[config.mk]
export PLATFORM = sky130hd
export DESIGN_NAME = adder_nnbit_ahead_serial_reg
export DESIGN_NICKNAME = d
export VERILOG_FILES = /design/src/rtl/adder_nnbit_ahead_serial_reg.sv
export SDC_FILE = /design/constraint.sdc
export NUM_CORES = 1
export LEC_CHECK = 0
export BUFFER_PORTS_ARGS = -buffer_cell sky130_fd_sc_hd__buf_2
export CORE_MARGIN = 2
export CORE_UTILIZATION = 44
export DETAILED_ROUTE_END_ITERATION = 7
export HOLD_SLACK_MARGIN = 0.15
export PLACE_DENSITY = 0.77
export SYNTH_ARGS = -nofsm -noshare
export SYNTH_HDL_FRONTEND = slang
export SYNTH_SLANG_ARGS = --single-unit
[constraint.sdc]
create_clock -name i_clk -period 2.1 [get_ports i_clk]
set_clock_uncertainty 0.15 [all_clocks]
set_input_delay 0 -clock i_clk [delete_from_list [all_inputs] [get_ports i_clk]]
set_output_delay 0 -clock i_clk [all_outputs]
set_load 0.02 [all_outputs]
[src/rtl/adder_nnbit_ahead_serial_reg.sv]
// adder_nnbit_ahead_serial_reg
//   Registered N-bit unsigned adder built from 4-bit carry-lookahead groups.
//   Group carries ripple from one group to the next. Each group computes its
//   internal carries in flattened two-level form. The only state is the output
//   register, so the block is a one-cycle arithmetic stage.
//
// Ports
//   i_clk   : rising-edge clock
//   i_rst   : synchronous active-high reset; clears o_res/o_cry
//   i_num_a : addend A (unsigned, DATA_WIDTH bits)
//   i_num_b : addend B (unsigned, DATA_WIDTH bits)
//   i_cry   : carry-in to bit 0
//   o_res   : registered sum, {o_cry, o_res} = A + B + cin
//   o_cry   : registered carry-out of the MSB

module adder_nnbit_ahead_serial_reg #(
  parameter int DATA_WIDTH = 8
) (
  input  logic                  i_clk,
  input  logic                  i_rst,
  input  logic [DATA_WIDTH-1:0] i_num_a,
  input  logic [DATA_WIDTH-1:0] i_num_b,
  input  logic                  i_cry,
  output logic [DATA_WIDTH-1:0] o_res,
  output logic                  o_cry
);

  localparam int NUM_GROUPS = DATA_WIDTH / 4;

  generate
    if ((DATA_WIDTH < 4) || ((DATA_WIDTH % 4) != 0)) begin : g_bad_width
      $error("adder_nnbit_ahead_serial_reg: DATA_WIDTH must be a positive multiple of 4");
    end
  endgenerate

  logic [DATA_WIDTH-1:0] w_g;
  logic [DATA_WIDTH-1:0] w_p;
  logic [DATA_WIDTH-1:0] w_sum;
  // w_c[i] is the carry into bit i; w_c[DATA_WIDTH] is the adder carry-out.
  logic [DATA_WIDTH:0]   w_c;

  assign w_g    = i_num_a & i_num_b;
  assign w_p    = i_num_a ^ i_num_b;
  assign w_c[0] = i_cry;

  genvar k;
  generate
    for (k = 0; k < NUM_GROUPS; k++) begin : g_cla
      localparam int LSB = 4 * k;
      logic [3:0] w_gg;
      logic [3:0] w_pp;
      logic       w_cin;

      assign w_gg  = w_g[LSB +: 4];
      assign w_pp  = w_p[LSB +: 4];
      assign w_cin = w_c[LSB];

      // Each carry depends only on this group's g/p and the group carry-in,
      // so the only serial path is the group-to-group carry.
      assign w_c[LSB+1] = w_gg[0]
                        | (w_pp[0] & w_cin);
      assign w_c[LSB+2] = w_gg[1]
                        | (w_pp[1] & w_gg[0])
                        | (w_pp[1] & w_pp[0] & w_cin);
      assign w_c[LSB+3] = w_gg[2]
                        | (w_pp[2] & w_gg[1])
                        | (w_pp[2] & w_pp[1] & w_gg[0])
                        | (w_pp[2] & w_pp[1] & w_pp[0] & w_cin);
      assign w_c[LSB+4] = w_gg[3]
                        | (w_pp[3] & w_gg[2])
                        | (w_pp[3] & w_pp[2] & w_gg[1])
                        | (w_pp[3] & w_pp[2] & w_pp[1] & w_gg[0])
                        | (w_pp[3] & w_pp[2] & w_pp[1] & w_pp[0] & w_cin);
    end
  endgenerate

  assign w_sum = w_p ^ w_c[DATA_WIDTH-1:0];

  always_ff @(posedge i_clk) begin
    if (i_rst) begin
      o_res <= '0;
      o_cry <= 1'b0;
    end else begin
      o_res <= w_sum;
      o_cry <= w_c[DATA_WIDTH];
    end
  end

endmodule

==> impl_metrics.tcl, run 1 <==
set metrics [dict create \
    tightest_slew_ns 0.322 \
    drive_above_1_share_pct 31.3 \
    viasPerCell 4.83 \
    seq_area_frac_synth_pct 30.1 \
    drt_iter0_drc 11 \
    fin_crit_sh_pct 94.6 \
    clockBufferDepth 2 \
    cp-startpoint "i_num_a[6]" \
    cp.required_ns 2.08 \
    die_h_um 40.9 \
    critPathMostFrequentCell "dlygate4sd3_1" \
    fill_cells 96 \
    cp_max_fo 3 \
    grt_pass1_wl_mm 1.98 \
    firstDrtPassIters 4 \
    routed_wl_mm 1.32 \
    cap_violations 0 \
    synth-edff-count 0 \
    powerDensity_nw_per_um2 559 \
    syn_area_um2 598 \
    ys_seq_elements 9 \
    critPathCaptureType "register" \
    htreeDepth 1 \
    clk_pin_slew_ns 0.05 \
    wl_per_cell_um 10.4 \
    status "complete, no violations" \
    path_delay_family "buffers and inverters" \
    cts_buffers 3 \
    critPathLaunchType "primary input" \
    port_buffers 27 \
    ios 28 \
    async_flop_share_pct 0 \
    cts_setup_buffers 0 \
    antenna_found_initial 0 \
    yosysTopAreaCell "dfxtp_1" \
    syn_avg_cell_area_um2 9.34 \
    setup_tns_ns 0 \
    min_path_type "primary input to register" \
    drcViolationCount 0 \
    synth_top_area_share_pct 30.1 \
    die_x_um 40.9 \
    vias 613 \
    leakage_nw 0.449 \
    rsz0062_at_grt "no" \
    critPathArrivalTime_ns 1.96 \
    min_period_ns 1.99 \
    ant_nets 0 \
    dpl.cell_count 106 \
    seqCellArea_um2 180 \
    grt_max_degree 14 \
    num_rows 13 \
    critical_path_class "primary input to register" \
    cp_cell_sequence "dlygate4sd3_1 > buf_2 > ha_1 > dlygate4sd3_1 > nor2b_1 > mux2_1" \
    syn_nets 93 \
    core_region_area_um2 1280 \
    min-delay-start "i_num_a[2]" \
    synth_area_leaders "dfxtp_1 (30%), ha_1 (17%), fa_1 (6.7%), nor2_1 (4.4%), nor2b_1 (4.2%)" \
    slowest_delay_ns 0.56 \
    layout.nets 142 \
    final-setup-viol-count 0 \
    cp_slowest_cell "dlygate4sd3_1" \
    overflow 0 \
    netlist_instances 64 \
    ys_types 27 \
    place_congestion 0.816 \
    synth_commonest_cells "dfxtp_1 (9), ha_1 (8), nor2_1 (7)" \
    grt_use_total_pct 17.6 \
    report.final.slew_viol_count 0 \
    cts_tree "built" \
    die-area_um2 1670 \
    ys.flop_type "dfxtp_1" \
    grt_pass1_vias 501 \
    fin_area_um2 965 \
    multiInputGateArea_um2 419 \
    root_buffer "clkbuf_4" \
    path_buf_inv 3 \
    start_util_pct 46.5 \
    cp.depth 6 \
    hold_depth 4 \
    slew_headroom_pct 78.4 \
    fin_cells 127 \
    synth.most_common_cell "dfxtp_1" \
    hold_viol 0 \
    power_w 0.000539 \
    vdd_drop_max_mv 0.233 \
    ys_warn_count 0 \
    place_area_um2 756 \
    hold_slack_ns 0.178 \
    area_delta_synth_final_pct 61.3 \
    worstHoldEndpoint "o_res[6]" \
    max_freq_mhz 504 \
    cts.sinks 9 \
    diodes 0 \
]
[through the flow]
stage               worst slack [ns]  util (%)
floorplan                      0.364         -
global placement               0.259      58.8
detailed placement             0.208      58.8
CTS                           0.0582      74.1
global route                  0.0692      75.1
finish                         0.114      75.1
[cell type report]
cell class                 instances  area share, %
clock buffer                       4           2.72
inverter                           2          0.778
multi-input combinational         52           43.5
sequential                         9           18.7
tap                               15           1.95
timing repair buffer              45           32.4
[metal layers]
layer	routed length, um	vias to the layer above	GRT usage (%)
met4	0	0	12.5
li1	-	332	-
met5	0	-	0
met1	671	261	24.7
met2	591	20	25.8
met3	58	0	0
[repair_timing]
action / CTS / global route
hold buffers: 17 / 0
endpoints found under the hold margin: 9 / 0
setup endpoints to repair: 0 / 1
gates resized for setup: 0 / 1
[layout by cell type, fill, tap and decap left out, drive strengths merged]
cell,count
o21ai,4
a221oi,1
nand3,2
nor3b,3
nand2,2
nor3,4
fa,2
buf,28
a21oi,1
nand2b,1
mux2,1
ha,8
dfxtp,9
nor2,7
inv,2
xnor2,2
o21a,1
o211ai,1
a211o,1
clkbuf,4
a311oi,1
o32ai,1
or2,1
nor2b,4
nor4,1
a211oi,1
or3,1
dlygate4sd3,17
o32a,1
[cells by family after synthesis]
group	Yosys count	synth area share (%)
flip-flops	9	30.1
XOR/XNOR	2	2.93
multiplexers	1	1.88
AND/OR/NAND/NOR	26	22.8
buffers and inverters	3	1.88
AO/OA/AOI/OAI	13	16.9
adder cells (fa/ha/maj)	10	23.4
[worst max path at each step]
stage                          end  slack (ns)
after detailed placement  o_res[5]        0.21
after CTS                 o_res[5]        0.06
after global placement    o_res[5]        0.26
after global routing      o_res[5]        0.07
final                     o_res[6]        0.11
after floorplan           o_res[5]        0.36
[registers in the layout, summed over array words and instances, names as in the netlist]
name,count
o_res,8
o_cry,1
[power breakdown]
| part | switching, W | internal, W | total, W |
|---|---|---|---|
| clock | 0.0000508 | 0.0000726 | 0.000123 |
| combinational | 0.000107 | 0.000112 | 0.000219 |
| sequential | 0.00000406 | 0.000192 | 0.000196 |
| total | 0.000162 | 0.000377 | 0.000539 |
No activity file was read; power rests on OpenSTA's default activity.
==> inputs of run 2 (changes only) <==
--- a/config.mk
+++ b/config.mk
@@ -6,7 +6,6 @@
 export NUM_CORES = 1
 export LEC_CHECK = 0
 export BUFFER_PORTS_ARGS = -buffer_cell sky130_fd_sc_hd__buf_2
-export CORE_MARGIN = 2
 export CORE_UTILIZATION = 44
 export DETAILED_ROUTE_END_ITERATION = 7
 export HOLD_SLACK_MARGIN = 0.15
==> run 2 against run 1 <==
Against the previous run:
- flip-flop and latch count stayed put
- global-route usage up 8.1 points
- first-iteration DRC count grew 9.1%
- critical path depth grew 2
- wire length is 39% higher
- combinational power up 11%
- core utilization grew 11 points
- sequential power hardly changed
- fmax shrank 3.0%
- critical path type unchanged
- critical endpoint is now o_res[4]
==> impl_metrics.tcl, run 2 (synthesis results as in run 1) <==
set metrics [dict create \
    critPathLaunchType "primary input" \
    leakage_nw 0.463 \
    die_x_um 38.9 \
    cp_cell_sequence "dlygate4sd3_1 > buf_2 > ha_4 > nand3_1 > o211ai_1 > or2_2 > fa_2 > nor2b_1" \
    cts_tree "built" \
    setup_tns_ns 0 \
    fin_area_um2 1020 \
    dpl.cell_count 105 \
    min-delay-start "i_num_a[2]" \
    final_common_cell "buf_2" \
    root_buffer "clkbuf_4" \
    clk_pin_slew_ns 0.06 \
    status "complete, no violations" \
    worstHoldEndpoint "o_res[6]" \
    die-area_um2 1510 \
    ios 28 \
    ant_nets 0 \
    drt_iter0_drc 12 \
    powerDensity_nw_per_um2 561 \
    critPathCaptureType "register" \
    htreeDepth 1 \
    max_freq_mhz 489 \
    layout.nets 145 \
    grt_pass1_wl_mm 2.53 \
    cts.sinks 9 \
    core_region_area_um2 1190 \
    slowest_delay_ns 0.55 \
    rsz0062_at_grt "no" \
    min_path_type "primary input to register" \
    diodes 0 \
    viasPerCell 5.47 \
    grt_pass1_vias 598 \
    wl_per_cell_um 14.3 \
    final-setup-viol-count 0 \
    clockBufferDepth 2 \
    vdd_drop_max_mv 0.273 \
    vias 706 \
    cts_setup_buffers 0 \
    grt_use_total_pct 25.7 \
    slew_headroom_pct 74.4 \
    place_congestion 0.870 \
    min_period_ns 2.05 \
    place_area_um2 754 \
    top_regs "o_res x8, o_cry x1" \
    critPathArrivalTime_ns 2.08 \
    fin_crit_sh_pct 97.5 \
    cp_max_fo 4 \
    fin_cells 129 \
    hold_depth 4 \
    port_buffers 27 \
    report.final.slew_viol_count 0 \
    firstDrtPassIters 5 \
    cp_slowest_cell "dlygate4sd3_1" \
    cap_violations 0 \
    critical_path_class "primary input to register" \
    grt_max_degree 14 \
    antenna_found_initial 0 \
    cts_buffers 3 \
    hpwl_mm 1.01 \
    hold_viol 0 \
    drive_above_1_share_pct 33.0 \
    largest_reg_flops 8 \
    start_util_pct 50.4 \
    tightest_slew_ns 0.384 \
    overflow 0 \
    num_rows 12 \
    largest-register "o_res" \
    fill_cells 67 \
    routed_wl_mm 1.84 \
    drcViolationCount 0 \
    die_h_um 38.9 \
    final_cell_mix "buf_2 (27), dlygate4sd3_1 (20), dfxtp_1 (9)" \
    area_delta_synth_final_pct 69.9 \
    cp.required_ns 2.14 \
]
## run 2: cell count changes in the layout (fill, tap and decap cells not counted), sizes merged
| cell | change |
|---|---|
| dlygate4sd3 | +3 |
## run 2: per-layer routing
metal | up-vias | GRT usage [%] | part of all wire (%)
met4 | 0 | 12.9 | 7.6
met3 | 16 | 3.47 | 4.5
met5 | - | 0 | 0
met1 | 310 | 29.5 | 42
met2 | 41 | 45.4 | 46
li1 | 339 | - | -
## run 2: worst max-delay path by stage
stage                          start       end  slack, ns  cells after the start
after floorplan           i_num_a[0]  o_res[5]       0.36                      7
after global placement    i_num_a[0]  o_res[5]       0.27                      8
after detailed placement  i_num_a[0]  o_res[5]       0.18                      8
after CTS                 i_num_a[1]  o_res[5]       0.06                      9
after global routing      i_num_b[2]  o_res[4]       0.04                      8
final                     i_num_b[2]  o_res[4]       0.05                      8
## run 2: layout make-up
cell class	instances	area, um^2	share of cell area (%)
flip-flops and latches	9	180	17.7
repair buffers	48	343	33.7
well taps	14	17.5	1.72
multi-input cells	52	442	43.5
clock buffers	4	26.3	2.59
inverters	2	7.51	0.739
## run 2: critical path: cells and delay by family
kind            cells  cell delay [ns]
fa+ha+maj           2             0.74
buf+inv             2             0.69
simple gates        3             0.53
compound gates      1             0.13
## run 2: timing repair
action	4_1_cts	5_1_grt
endpoints found under the setup margin	0	2
hold buffers	20	0
endpoints found under the hold margin	9	0
resized for setup	0	4
## run 2: metrics by stage
stage | util, % | hold WS (ns) | setup WS [ns] | total power, W
floorplan | - | 0.0763 | 0.364 | 0.000322
global placement | 63.6 | 0.174 | 0.271 | 0.000378
detailed placement | 63.6 | 0.180 | 0.181 | 0.000383
CTS | 82.7 | 0.172 | 0.0613 | 0.000550
global route | 85.7 | 0.195 | 0.0444 | 0.000611
finish | 85.7 | 0.169 | 0.0533 | 0.000570
## run 2: where the power goes
group          internal [W]  switching [W]
clock             0.0000730      0.0000571
combinational      0.000122       0.000121
sequential         0.000192     0.00000424
total              0.000388       0.000182
